$ cat config.mk
export PLATFORM = sky130hd
export DESIGN_NAME = frame_sequencer
export DESIGN_NICKNAME = d
export VERILOG_FILES = /design/src/rtl/frame_sequencer.sv
export SDC_FILE = /design/constraint.sdc
export NUM_CORES = 1
export LEC_CHECK = 0
export ABC_CLOCK_PERIOD_IN_PS = 5100
export BUFFER_PORTS_ARGS = -buffer_cell sky130_fd_sc_hd__buf_4
export CAP_MARGIN = 20
export CORE_MARGIN = 5
export CORE_UTILIZATION = 58
export CTS_BUF_LIST = sky130_fd_sc_hd__clkbuf_4 sky130_fd_sc_hd__clkbuf_8
export CTS_CLUSTER_DIAMETER = 150
export DETAILED_ROUTE_END_ITERATION = 12
export PLACE_DENSITY = 0.85
export REMOVE_ABC_BUFFERS = 1
export SETUP_SLACK_MARGIN = 0.3
export SLEW_MARGIN = 20
export SYNTH_ARGS = -nofsm -noshare
export SYNTH_HDL_FRONTEND = slang
export SYNTH_SLANG_ARGS = --single-unit
$ cat constraint.sdc
create_clock -name clk -period 5.1 [get_ports clk]
set_input_delay 1.02 -clock clk [delete_from_list [all_inputs] [get_ports clk]]
set_output_delay 1.02 -clock clk [all_outputs]
set_load 0.03 [all_outputs]
$ cat src/rtl/frame_sequencer.sv
// Frame-level scheduler for the pitch-shift datapath: counts input samples and
// walks each frame through overlap copy, FIR run and output-buffer write.
module frame_sequencer #(
    parameter int FRAME_LEN  = 1024,
    parameter int OUT_LEN_DN = 1024,
    parameter int OUT_LEN_UP = 576,
    parameter int COPY_LEN   = 64,
    parameter int FIR_CYC    = 32,
    parameter int CW         = 10
) (
    input  logic          clk,
    input  logic          reset,
    input  logic          ready,
    input  logic          rising_tone,
    output logic [CW-1:0] sample_count,
    output logic          in_copy,
    output logic [CW-1:0] copy_addr,
    output logic          fir_start,
    output logic          fir_oe,
    output logic          out_buf_wea,
    output logic [CW-1:0] out_addr,
    output logic          mode,
    output logic          process_start,
    output logic          process_end,
    output logic          busy,
    output logic          overrun
);

    localparam int TW = (FIR_CYC > 1) ? $clog2(FIR_CYC) : 1;

    localparam logic [CW-1:0] FRAME_LAST  = CW'(FRAME_LEN - 1);
    localparam logic [CW-1:0] COPY_LAST   = CW'(COPY_LEN - 1);
    localparam logic [CW-1:0] OUT_LAST_DN = CW'(OUT_LEN_DN - 1);
    localparam logic [CW-1:0] OUT_LAST_UP = CW'(OUT_LEN_UP - 1);
    localparam logic [TW-1:0] TAP_LAST    = TW'(FIR_CYC - 1);

    typedef enum logic [2:0] {
        IDLE,
        COPY,
        FSTART,
        RUN,
        DONE
    } state_t;

    state_t        state;
    logic          pending;
    logic [TW-1:0] tap;
    logic          frame_rdy;
    logic [CW-1:0] out_last;

    assign frame_rdy = ready && (sample_count == FRAME_LAST);
    assign out_last  = mode ? OUT_LAST_UP : OUT_LAST_DN;
    assign busy      = (state != IDLE);

    // Live samples always win the shared write port, so the copy grant has to
    // look at this cycle's ready rather than a registered copy of it.
    assign in_copy   = (state == COPY) && !ready;

    always_ff @(posedge clk or negedge reset) begin
        if (!reset) begin
            sample_count <= '0;
        end else if (ready) begin
            sample_count <= (sample_count == FRAME_LAST) ? '0 : sample_count + CW'(1);
        end
    end

    always_ff @(posedge clk or negedge reset) begin
        if (!reset) begin
            state         <= IDLE;
            pending       <= 1'b0;
            overrun       <= 1'b0;
            mode          <= 1'b0;
            copy_addr     <= '0;
            out_addr      <= '0;
            tap           <= '0;
            fir_start     <= 1'b0;
            fir_oe        <= 1'b0;
            out_buf_wea   <= 1'b0;
            process_start <= 1'b0;
            process_end   <= 1'b0;
        end else begin
            process_start <= 1'b0;
            process_end   <= 1'b0;
            fir_start     <= 1'b0;
            out_buf_wea   <= 1'b0;

            // Only one frame can wait behind the one in flight; a second is dropped.
            if (frame_rdy && state != IDLE) begin
                if (pending) begin
                    overrun <= 1'b1;
                end else begin
                    pending <= 1'b1;
                end
            end

            unique case (state)
                IDLE: begin
                    if (frame_rdy || pending) begin
                        state         <= COPY;
                        process_start <= 1'b1;
                        mode          <= rising_tone;
                        pending       <= pending && frame_rdy;
                        copy_addr     <= '0;
                    end
                end
                COPY: begin
                    if (!ready) begin
                        if (copy_addr == COPY_LAST) begin
                            copy_addr <= '0;
                            fir_start <= 1'b1;
                            state     <= FSTART;
                        end else begin
                            copy_addr <= copy_addr + CW'(1);
                        end
                    end
                end
                FSTART: begin
                    tap    <= '0;
                    fir_oe <= 1'b1;
                    state  <= RUN;
                end
                RUN: begin
                    // The write strobe shows the address being written; advance afterwards.
                    if (out_buf_wea) begin
                        out_addr <= out_addr + CW'(1);
                    end
                    if (tap == TAP_LAST) begin
                        tap         <= '0;
                        out_buf_wea <= 1'b1;
                        if (out_addr == out_last) begin
                            fir_oe <= 1'b0;
                            state  <= DONE;
                        end
                    end else begin
                        tap <= tap + TW'(1);
                    end
                end
                DONE: begin
                    process_end <= 1'b1;
                    out_addr    <= '0;
                    state       <= IDLE;
                end
                default: begin
                    state <= IDLE;
                end
            endcase
        end
    end

endmodule
# Word-level counts from Yosys, hierarchy flattened

Index checks and enable logic that the tools add are counted.

Output and inout bits: 39
Word-level logic and storage cells: 78
Register bits: 46

Add/subtract/negate cells: 4
Equality and inequality tests: 14
Reduce and logical (&&, ||, !) cells: 17
Muxes and demuxes: 30

Operators by type and width:

| cell                  | number |
|---|---|
| $mux 10               | 5 |
| $pmux 10 s2           | 2 |
| $add 10x1->10 const B | 3 |
| $mux 3                | 5 |
| $mux 1                | 13 |
| $pmux 3 s4            | 1 |
| $eq 10x10->1          | 1 |
| $eq 10x10->1 const B  | 1 |
| $eq 10x6->1 const B   | 1 |
| $ne 2x2->1 const B    | 5 |
| $pmux 5 s2            | 1 |
| $mux 9                | 1 |
| $eq 3x2->1 const B    | 2 |
| $reduce_and 2->1      | 3 |
| $reduce_and 3->1      | 2 |
| $reduce_bool 2->1     | 3 |
| $add 5x1->5 const B   | 1 |
| $eq 5x5->1 const B    | 1 |
| $mux 5                | 1 |
| $reduce_and 5->1      | 1 |
| $logic_and 1x1->1     | 4 |
| $eq 3x1->1 const B    | 1 |
| $eq 3x3->1 const B    | 1 |
| $logic_not 3->1       | 1 |
| 5 further kinds       | 5 |

# Depth between registers and ports, before layout

Word-level depth: 6
Gate-level depth with buffers: 7

# Worst setup path before layout

Ideal clock, no wire load.

Path kind: input port to output port
From: input ready
To: output in_copy
Cell stages on the path: 4
Slack: 2299 ps
Arrival time: 1781 ps
Cells stage by stage: buf_4 nand2b_1 or2_4 inv_1

Word-level cells in the longest chain between the ends: 2

Ends and longest elaborated chain:

| what               | RTL line | source |
|---|---|---|
| start: declaration | 13       | `input logic ready,` |
| $logic_not 1->1    | --       |  |
| $logic_and 1x1->1  | 57       | `assign in_copy = (state == COPY) && !ready;` |
| end: declaration   | 16       | `output logic in_copy,` |

Every way passes these cells.

# Worst setup path in the final report

Same ends and word-level chain as after synthesis.

==> impl_metrics.yaml <==
die:
  die_w_um: 72.9
  start_util: 0.612
  row_count: 22
  core_area_mm2: 0.00374
  dieArea_mm2: 0.00531
  die_h_um: 72.9
  pin_count: 43
global_routing:
  grt_overflow: 0
  grt_pass1_vias: 1862
  grt_util_all_layers: 0.205
  grt_max_degree: 47
  grt_pass1_wl_mm: 8.57
  antenna_found_initial: 0
cts:
  clkTransAtPathRegs_ns: 0.08
  htreeDepth: 2
  ctsHoldBuffers: 0
  cts_tree: "done"
  cts_made_buffers: 5
  post_cts_resized: 0
  cts.path.max_buffers: 2
  cts_root_buf: "clkbuf_8"
  post_cts_buffers: 0
  worstSkewPairLatency_ns: 0.30
  numClockSinks: 46
detailed_routing:
  route.detailed.drc: 0
  drt_iter0_drc: 134
  wire_per_inst_um: 15.1
  via_per_inst: 5.87
  vias: 1920
  firstDrtPassIters: 5
  routed_wl_mm: 4.95
  postRouteAntennaNets: 0
min_path:
  worstHoldStart: "overrun$_DFFE_PN0P_"
  hold_end: "overrun$_DFFE_PN0P_"
  hold-path-cell-count: 1
  hp-class: "reg -> reg"
synth:
  syn_avg_cell_area_um2: 9.71
  synth_area_mm2: 0.00229
  yosysSeqAreaShare: 0.502
  synth_top_area_share: 0.502
  yosysTopAreaCell: "dfrtp_1"
  synth-main-ff-cell: "dfrtp_1"
  synth_warnings: 0
  synthTopCellsByArea: "dfrtp_1 50%, nand2_1 4.9%, o21ai_0 4.6%"
  synth-edff-count: 0
  ys_types: 45
  synth-async-reset-ratio: 1.00
  synth_seq_cells: 46
  synthCells: 236
worst_setup_path:
  reg2reg_depth: 5
  r2r-end: "state[0]$_DFFE_PN0P_"
  worstPathRequired_ns: 4.08
  cp-end-kind: "output port"
  path_max_fanout: 9
  crit_arrival_ns: 1.87
  rrSetupSlack_ns: 3.12
  worstSetupStartpointType: "input port"
  worst-setup-path-type: "in -> out"
  timing.rr.start: "copy_addr[6]$_DFFE_PN0P_"
placed_design:
  hpwlAfterDp_mm: 3.53
  place_congestion: 0.856
  placed_area_mm2: 0.00263
  io_buffers: 42
sta:
  rsz0062_at_grt: "false"
  hold_violations: 0
  min_period_ns: 2.89
  slew_headroom: 0.565
  worst_pin_slew_ns: 0.648
  clock_skew_ns: 0.00499
  slew_violations: 0
  finalCritPeriodShare: 0.566
  setup_viol: 0
  tns_ns: 0
  fmax_ghz: 0.346
layout:
  stdcell_area_mm2: 0.00277
  insertedDiodeCount: 0
  area_delta_synth_final_pct: 20.9
  register_area_mm2: 0.00115
  final_cell_mix: "46 x dfrtp_1, 42 x buf_4, 30 x nand2_1, 23 x nor2_1, 21 x o21ai_0"
  fillers: 285
  final_common_cell: "dfrtp_1"
  multi_input_comb_area_mm2: 0.00107
  drive_above_1_share: 0.219
  nets: 287
run_status:
  status: "finished, final reports clean"
power:
  power_density_mw_per_mm2: 369
  p_leak_nw: 1.35
  ir_drop_uv: 319
  power_w: 0.00102
job:
  maxCapViolations: 0
[layer usage]
| layer | up-vias | track usage | routed length (um) |
|---|---|---|---|
| met5 | - | 0 | 0 |
| met4 | 0 | 0.0676 | 63 |
| met2 | 57 | 0.336 | 2450 |
| met3 | 7 | 0.0551 | 322 |
| li1 | 915 | - | - |
| met1 | 941 | 0.263 | 2120 |
[sequential cells by signal, indices dropped and copies added, names as in the netlist]
name           cells
tap                5
process_end        1
overrun            1
out_addr          10
copy_addr         10
state              3
sample_count      10
mode               1
fir_start          1
pending            1
fir_oe             1
out_buf_wea        1
process_start      1
[kinds of logic (layout without fill, tap and decap cells)]
kind of cell,Yosys count,count (layout),synth area share
AND/OR/NAND/NOR,105,105,0.238
XOR/XNOR,15,15,0.0573
AO/OA/AOI/OAI,48,48,0.132
buffers and inverters,14,57,0.0289
flip-flops,46,46,0.502
multiplexers,2,2,0.00982
adder cells (fa/ha/maj),6,6,0.0317
[cell type report]
| class | count | share of cell area |
|---|---|---|
| flip-flops and latches | 46 | 0.416 |
| inverters | 7 | 0.00949 |
| clock buffers | 6 | 0.0298 |
| multi-input cells | 176 | 0.388 |
| clock inverters | 2 | 0.0217 |
| well taps | 48 | 0.0217 |
| repair buffers | 42 | 0.114 |
[metrics by stage]
stage	setup slack, ns	instances	hold WS (ns)	util
6_report	2.21	327	0.472	0.740
5_1_grt	2.15	327	0.525	0.740
4_1_cts	2.21	327	0.478	0.740
3_5_place_dp	2.22	319	0.460	0.702
3_3_place_gp	2.24	319	0.456	0.702
2_1_floorplan	2.44	229	0.445	-
[power by group]
part           switching [W]  internal [W]  total (W)
registers          0.0000585      0.000404   0.000462
logic               0.000143     0.0000865   0.000229
clock network       0.000123      0.000209   0.000332
[worst max path at each step]
stage               depth (start not counted)  endpoint  slack [ns]  start
detailed placement                          5   in_copy        2.22  ready
CTS                                         5   in_copy        2.21  ready
floorplan                                   3   in_copy        2.44  ready
global placement                            5   in_copy        2.24  ready
finish                                      5   in_copy        2.21  ready
global route                                5   in_copy        2.15  ready
[Yosys cell counts, drive strengths merged (3+ instances only)]
cell / instances
dfrtp: 46
nand2: 30
nor2: 23
o21ai: 23
xor2: 12
nand3: 9
a21oi: 7
inv: 7
nand4: 7
and3: 6
and2: 5
and4: 5
ha: 5
nand2b: 5
a31oi: 4
clkbuf: 4
a22o: 3
buf: 3
nor3: 3
or2: 3
xnor2: 3
[worst max-delay path, stage by stage]
cell and delay, ns:
buf_4 0.14, nand2b_1 0.16, or2_4 0.27, inv_1 0.11
buf_4 0.17
Note: power is estimated with default switching activity, not from simulation.
